[config.mk]
export PLATFORM = sky130hd
export DESIGN_NAME = dut_port_arbiter
export DESIGN_NICKNAME = d
export VERILOG_FILES = /design/src/rtl/dut_arb_pkg.sv /design/src/rtl/rr_arb2.sv /design/src/rtl/dut_port_arbiter.sv
export SDC_FILE = /design/constraint.sdc
export NUM_CORES = 1
export LEC_CHECK = 0
export CAP_MARGIN = 20
export CORE_ASPECT_RATIO = 1.25
export CORE_MARGIN = 1
export CORE_UTILIZATION = 42
export DETAILED_ROUTE_END_ITERATION = 7
export GPL_ROUTABILITY_DRIVEN = 1
export PLACE_DENSITY_LB_ADDON = 0.2
export SLEW_MARGIN = 20
export SYNTH_ARGS = -nofsm -noshare
export SYNTH_HDL_FRONTEND = slang
export SYNTH_SLANG_ARGS = --single-unit
[constraint.sdc]
create_clock -name clk -period 1.45 [get_ports clk]
set_input_delay 0.3625 -clock clk [delete_from_list [all_inputs] [get_ports clk]]
set_output_delay 0.3625 -clock clk [all_outputs]
set_load 0.1 [all_outputs]
[src/rtl/dut_arb_pkg.sv]
// Shared sizing and the channel-index type for the two-channel DUT port arbiter.
package dut_arb_pkg;
  localparam int NUM_CH = 2;
  localparam int ADDR_W = 3;
  typedef logic ch_idx_t;
endpackage

[src/rtl/rr_arb2.sv]
// Two-way round-robin picker: a lone requester wins, a tie goes to the one not served last.
module rr_arb2
  import dut_arb_pkg::*;
(
  input  logic [1:0] req,
  input  ch_idx_t    last,
  output ch_idx_t    gnt,
  output logic       any
);
  assign any = |req;
  assign gnt = (&req) ? ~last : req[1];
endmodule

[src/rtl/dut_port_arbiter.sv]
// Arbitrates two requester channels onto one DUT write port and one DUT read port,
// each channel holding a one-entry write buffer and a one-entry read buffer.
module dut_port_arbiter
  import dut_arb_pkg::*;
#(
  parameter int NUM_CH = dut_arb_pkg::NUM_CH,
  parameter int ADDR_W = dut_arb_pkg::ADDR_W
) (
  input  logic                     clk,
  input  logic                     reset,
  input  logic [NUM_CH-1:0]        ch_wr_valid,
  output logic [NUM_CH-1:0]        ch_wr_ready,
  input  logic [NUM_CH*ADDR_W-1:0] ch_wr_addr,
  input  logic [NUM_CH-1:0]        ch_wr_data,
  input  logic [NUM_CH-1:0]        ch_rd_valid,
  output logic [NUM_CH-1:0]        ch_rd_ready,
  input  logic [NUM_CH*ADDR_W-1:0] ch_rd_addr,
  output logic [NUM_CH-1:0]        ch_rsp_valid,
  output logic [NUM_CH-1:0]        ch_rsp_data,
  output logic [ADDR_W-1:0]        write_addr,
  output logic                     write_data,
  output logic                     write_en,
  input  logic                     write_ready,
  output logic [ADDR_W-1:0]        read_addr,
  output logic                     read_en,
  input  logic                     read_data,
  input  logic                     read_ready
);
  logic [NUM_CH-1:0]             wbuf_full, rbuf_full;
  logic [NUM_CH-1:0][ADDR_W-1:0] wbuf_addr, rbuf_addr;
  logic [NUM_CH-1:0]             wbuf_data;
  ch_idx_t                       wr_gnt, rd_gnt, wr_last, rd_last;
  logic                          wr_any, rd_any;

  rr_arb2 u_wr_arb (.req(wbuf_full), .last(wr_last), .gnt(wr_gnt), .any(wr_any));
  rr_arb2 u_rd_arb (.req(rbuf_full), .last(rd_last), .gnt(rd_gnt), .any(rd_any));

  assign write_en   = wr_any & write_ready;
  assign write_addr = wr_any ? wbuf_addr[wr_gnt] : '0;
  assign write_data = wr_any ? wbuf_data[wr_gnt] : 1'b0;
  assign read_en    = rd_any & read_ready;
  assign read_addr  = rd_any ? rbuf_addr[rd_gnt] : '0;

  // Ready is the registered empty flag, so a buffer draining this cycle cannot refill at the same edge.
  assign ch_wr_ready = ~wbuf_full;
  assign ch_rd_ready = ~rbuf_full;

  for (genvar i = 0; i < NUM_CH; i++) begin : g_ch
    logic              wr_take, wr_clr, rd_take, rd_clr;
    logic              wfull_q, wdata_q, rfull_q;
    logic [ADDR_W-1:0] waddr_q, raddr_q;

    assign wr_take = ch_wr_valid[i] & ~wfull_q;
    assign wr_clr  = write_en & (wr_gnt == ch_idx_t'(i));
    assign rd_take = ch_rd_valid[i] & ~rfull_q;
    assign rd_clr  = read_en & (rd_gnt == ch_idx_t'(i));

    always_ff @(posedge clk or posedge reset) begin
      if (reset) begin
        wfull_q <= 1'b0;
        waddr_q <= '0;
        wdata_q <= 1'b0;
        rfull_q <= 1'b0;
        raddr_q <= '0;
      end else begin
        if (wr_take) begin
          wfull_q <= 1'b1;
          waddr_q <= ch_wr_addr[i*ADDR_W +: ADDR_W];
          wdata_q <= ch_wr_data[i];
        end else if (wr_clr) begin
          wfull_q <= 1'b0;
        end
        if (rd_take) begin
          rfull_q <= 1'b1;
          raddr_q <= ch_rd_addr[i*ADDR_W +: ADDR_W];
        end else if (rd_clr) begin
          rfull_q <= 1'b0;
        end
      end
    end

    assign wbuf_full[i] = wfull_q;
    assign wbuf_addr[i] = waddr_q;
    assign wbuf_data[i] = wdata_q;
    assign rbuf_full[i] = rfull_q;
    assign rbuf_addr[i] = raddr_q;
  end

  // Last pointers start at 1 so channel 0 wins the first tie.
  always_ff @(posedge clk or posedge reset) begin
    if (reset) begin
      wr_last      <= 1'b1;
      rd_last      <= 1'b1;
      ch_rsp_valid <= '0;
      ch_rsp_data  <= '0;
    end else begin
      ch_rsp_valid <= '0;
      if (write_en) wr_last <= wr_gnt;
      if (read_en) begin
        rd_last              <= rd_gnt;
        ch_rsp_valid[rd_gnt] <= 1'b1;
        ch_rsp_data[rd_gnt]  <= read_data;
      end
    end
  end
endmodule

# Yosys cells after proc, flatten, opt, wreduce, memory -nomap -nowiden
# Cells that the tools add are included.
[word_totals] input_bits=23 reg_bits=24
[classes] reduce_logical=9 n_lt_le_gt_ge=3 n_mux=23 bitwise=20
[op_table] operator="3-bit 2-to-1 mux" n=6
[op_table] operator="1-bit 2-to-1 mux" n=14
[op_table] operator="1-bit bitwise AND" n=10
[op_table] operator="1-bit NOT" n=8
[op_table] operator="2-bit nonzero test" n=4
[op_table] operator="1-bit by 2-bit less-than comparator with 1-bit output, second input constant" n=2
[op_table] operator="2-bit NOT" n=2
[op_table] operator="2-bit AND reduction" n=2
[op_table] operator="2-bit OR reduction" n=2
[op_table] operator="2-bit bitwise mux" n=1
[op_table] operator="2-bit 2-to-1 mux" n=1
[op_table] operator="1-bit demux with 1-bit select" n=1
[op_table] operator="1-bit >= comparator, second input constant" n=1
[op_table] operator="1-bit logical AND" n=1

# Longest topological paths before layout
[logic_depth] ltp_word=7 depth_mapped=3 ltp_nobuf=3

# By module
# From an unflattened synthesis, not the netlist that was laid out.
[unflattened] hier_cells=82 area_unflattened_um2=1079.8
[by_module_without_submodules] mod="dut_port_arbiter" n_inst=1 seq_area_each_um2=603.1 area_per_inst_um2=1052.3 cells_per_inst=78
[by_module_without_submodules] mod="rr_arb2" n_inst=2 seq_area_each_um2=0.0 area_per_inst_um2=13.8 cells_per_inst=2

# Least setup slack after synthesis
# Ideal clock, no wire load.
[synth_path] path_type="reg-to-output" startpoint="register g_ch[1].wfull_q" endpoint="output write_addr[0]" t_arrival_ps=2004 path_slack_ps=-916 stages_incl_launch_ff=4 path_cell_list="dfrtp_1 inv_1 a21oi_1 a22o_1"
[synth_between] elab_chain_cells=5 elab_cells_between_ends=6 classes_between="mux: 4; reduce/logical: 2"
[synth_rtl] element="start, declared" line_no="dut_port_arbiter.sv:50" source="logic wfull_q, wdata_q, rfull_q;"
[synth_rtl] element="start signal, assigned" line_no="dut_port_arbiter.sv:60" source="wfull_q <= 1'b0;"
[synth_rtl] element="start signal, assigned" line_no="dut_port_arbiter.sv:67" source="wfull_q <= 1'b1;"
[synth_rtl] element="start signal, assigned" line_no="dut_port_arbiter.sv:71" source="wfull_q <= 1'b0;"
[synth_rtl] element="2-bit AND reduction" line_no="rr_arb2.sv:11" source="assign gnt = (&req) ? ~last : req[1];"
[synth_rtl] element="1-bit 2-to-1 mux" line_no="rr_arb2.sv:11"
[synth_rtl] element="3-bit 2-to-1 mux (not written as such) (2 in a row)" line_no="dut_port_arbiter.sv:39" source="assign write_addr = wr_any ? wbuf_addr[wr_gnt] : '0;"
[synth_rtl] element="3-bit 2-to-1 mux *" line_no="dut_port_arbiter.sv:39"
[synth_rtl] element="end, declared" line_no="dut_port_arbiter.sv:20" source="output logic [ADDR_W-1:0] write_addr,"
# Mark *: on every way between the ends. The rest lies on a longest branch, timed or not. The select of a mux whose other input is x is not followed.

# Worst setup path after layout
[layout_path] startpoint="register g_ch[0].rfull_q" endpoint="output read_addr[2]"
[layout_between] elab_chain_cells=5 elab_cells_between_ends=6 classes_between="mux: 4; reduce/logical: 2"
[layout_rtl] element="start, declared" line_no="dut_port_arbiter.sv:50"
[layout_rtl] element="start signal, assigned" line_no="dut_port_arbiter.sv:63" source="rfull_q <= 1'b0;"
[layout_rtl] element="start signal, assigned" line_no="dut_port_arbiter.sv:74" source="rfull_q <= 1'b1;"
[layout_rtl] element="start signal, assigned" line_no="dut_port_arbiter.sv:77" source="rfull_q <= 1'b0;"
[layout_rtl] element="2-bit AND reduction" line_no="rr_arb2.sv:11"
[layout_rtl] element="1-bit 2-to-1 mux" line_no="rr_arb2.sv:11"
[layout_rtl] element="3-bit 2-to-1 mux (not written as such) (2 in a row)" line_no="dut_port_arbiter.sv:42" source="assign read_addr = rd_any ? rbuf_addr[rd_gnt] : '0;"
[layout_rtl] element="3-bit 2-to-1 mux *" line_no="dut_port_arbiter.sv:42"
[layout_rtl] element="end, declared" line_no="dut_port_arbiter.sv:24" source="output logic [ADDR_W-1:0] read_addr,"
# Marked as above.

==> qor.csv <==
stage,metric,value,unit
timing,fmax,0.5281,GHz
synth,largest family of logic cells by synthesized area,multiplexers,
clocking,H-tree levels,1,
global_routing,vias in the first global route,1079,
cells_and_area,fin nets,181,
die,Die Height,57.50,um
placed_design,pre-CTS setup slack,-0.2028,ns
synth,cell taking the most area after synthesis,dfrtp_1,
synth,Synth top area share,0.5320,
timing,final hold violation count,0,
timing,Final WS setup,-0.4437,ns
routing,post-route ant nets,0,
die,full die area,2667,sq um
clocking,TritonCTS Buffers,3,
timing,Clock Skews,0.01431,ns
synth,Yosys warnings,0,
synth,mux contribution to synthesized area,0.1778,
timing,Slew @ Worst Pin,0.3209,ns
placed_design,PortBufs,39,
timing,"Slew Viols, Final",0,
timing,post-route minimum period,1.894,ns
die,core area,2258,sq um
critical_path,Worst setup EP type,primary output,
die,Die W,46.40,um
routing,# DRC,0,
die,Initial Util,0.4582,
clocking,clock sink count,24,
routing,drt first pass iters,4,
timing,max_slew headroom,0.7858,
cells_and_area,filler cell count,57,
global_routing,GRT Overall Usage,0.2816,
cells_and_area,fraction of layout cells with a size suffix above 1,0.6561,
critical_path,CP Cell Sequence,clkinvlp_4 > a21oi_4 > a22o_4 > buf_12,
cells_and_area,antenna cells,0,
critical_path,"slowest stage cell, crit path",dfrtp_2,
synth,Compound-Gate Fraction of Synth Area,0.1403,
placed_design,placed cell count,171,
placed_design,Post-DP HPWL,2.015,mm
clocking,Worst-path clk slew,0.15,ns
die,I/O Pins,40,
synth,Post-Synth Simple-Gate Area,0.06892,
synth,syn_nets,104,
cells_and_area,Reg area,608.1,sq um
routing,Detailed Route Iter0 Violations,18,
synth,Netlist cell types,19,
clocking,Root Driver,clkbuf_4,
routing,WL/cell,20.61,um
timing,# setup viols final,13,
clocking,CTS tree,built,
synth,Synth Cell Area,1035,sq um
global_routing,largest net degree at the start of global routing,14,
synth,"Avg Cell Area, Syn",12.77,sq um
cells_and_area,Area Growth Syn to Fin,104.2,%
synth,Synth Area in XOR/XNOR,0,
placed_design,Final Wtd Congestion,0.7926,
cells_and_area,Post-Layout Cell Count,188,
clocking,Hold Buf Count CTS,0,
critical_path,worst path required time,1.09,ns
die,num rows,19,
cells_and_area,area of the multi-input gates,544.3,sq um
synth,Post-Syn Instances,81,
timing,RSZ-0062 raised after global routing,true,
critical_path,Crit Path Category,register to primary output,
clocking,CTS Buffer Depth,2,
routing,DRT Wirelength,3.875,mm
worst_hold_path,HP Class,input pin to asynchronous set/reset pin,
critical_path,crit path DAT,1.53,ns
synth,post-synthesis adder-cell area fraction,0,
global_routing,first-pass GRT wire length,5.188,mm
global_routing,initial antenna violation count,0,
critical_path,Critical Path Start Type,register,
synth,top area cells in the synthesized netlist,"dfrtp_1 53%, mux2_2 16%, a22o_1 5.9%",
clocking,"Clk Latency, worst-skew pair",0.34,ns
critical_path,Crit path largest cell delay,0.48,ns
synth,sequential share of the synthesized area,0.5828,
run_status,failing checks,setup timing,
run_status,status,"finished, violations left",
critical_path,Crit Path Max Fanout,3,
flow_run,maxcap violations,0,
synth,flop and latch count out of synthesis,24,
global_routing,remaining global-route overflow,0,
routing,via count,996,
timing,Tcrit/Tclk final,1.306,
routing,routed vias/inst,5.298,
## per-layer routing
metal / global-route usage / wire (um) / vias to the layer above
li1: - / - / 440
met1: 0.3187 / 1393 / 490
met2: 0.4960 / 2073 / 52
met3: 0.05380 / 224 / 14
met4: 0.1092 / 183 / 0
met5: 0 / 0 / -
## worst max-delay path, delay by kind of cell, from the launching register on
family                 cells  cell delay, ns
buffers and inverters      2            0.33
flip-flops                 1            0.48
AO/OA/AOI/OAI              2            0.39
## synthesized netlist by cell type (all sizes together)
library cell / number
dfstp: 2
a21oi: 5
nand2b: 1
dfrtp: 22
mux2: 16
and2: 1
a21boi: 1
nor2: 4
o21a: 3
and2b: 1
nor2b: 3
inv: 7
a31oi: 4
nand2: 3
a22o: 7
buf: 1
## path summary, 6_finish.rpt
| kind | startpoint | endpoint | slack [ns] | cells past startpoint |
|---|---|---|---|---|
| setup / recovery | g_ch[0].rfull_q | read_addr[2] | -0.44 | 4 |
| hold / removal | reset | ch_rsp_valid[0] | 0.28 | 2 |
| setup reg to reg | g_ch[0].rfull_q | ch_rsp_data[0] | 0 | 6 |
| hold reg to reg | g_ch[1].raddr_q[0] | g_ch[1].raddr_q[0] | 0.56 | 1 |
| max in group asynchronous | reset | g_ch[0].wfull_q | 0.71 | 3 |
| min in group clk | g_ch[1].raddr_q[0] | g_ch[1].raddr_q[0] | 0.56 | 1 |
## registers in the layout, indices dropped and copies added, names as in the netlist
name	flops
g_ch.raddr_q	6
rd_last	1
wr_last	1
g_ch.wdata_q	2
ch_rsp_data	2
g_ch.waddr_q	6
ch_rsp_valid	2
g_ch.wfull_q	2
g_ch.rfull_q	2
## metrics by stage
step,hold slack [ns],setup TNS [ns],cell area [sq um],util
2_1_floorplan,0.3755,-3.280,1131,-
3_3_place_gp,0.5143,-2.030,1883,0.8338
3_5_place_dp,0.5257,-2.536,1883,0.8338
4_1_cts,0.2971,-3.880,2038,0.9025
5_1_grt,0.3196,-5.407,2113,0.9357
6_report,0.2774,-4.715,2113,0.9357
## what timing repair did
| action | CTS | global route |
|---|---|---|
| gates resized for setup | 18 | 11 |
| buffers inserted | 9 | 9 |
| pin swaps | 4 | 6 |
| endpoints found under the setup margin | 14 | 17 |
## final cells by class
type,count,area share
Tap cell,31,0.01835
Multi-Input combinational cell,49,0.2575
Timing Repair Buffer,73,0.4020
Sequential cell,24,0.2877
Inverter,7,0.01717
Clock buffer,4,0.01717
## cells by family (layout without fill, tap and decap cells)
logic type,Yosys count,count (layout)
simple gates,13,13
buf+inv,8,84
flops,24,24
mux,16,16
compound gates,20,20
## cells in the final DEF (no fill, tap or decap), types with 3 or more instances in the layout
cell type,n
a22o_4,7
mux2_2,14
buf_12,17
dfrtp_2,4
clkdlybuf4s50_1,22
buf_4,25
nor2_1,3
a21oi_4,3
a31oi_1,4
dfrtp_1,18
clkbuf_4,3
buf_6,9
Power is not shown: default switching activity piles up to over one toggle a cycle in this logic, so the estimate is an artifact.
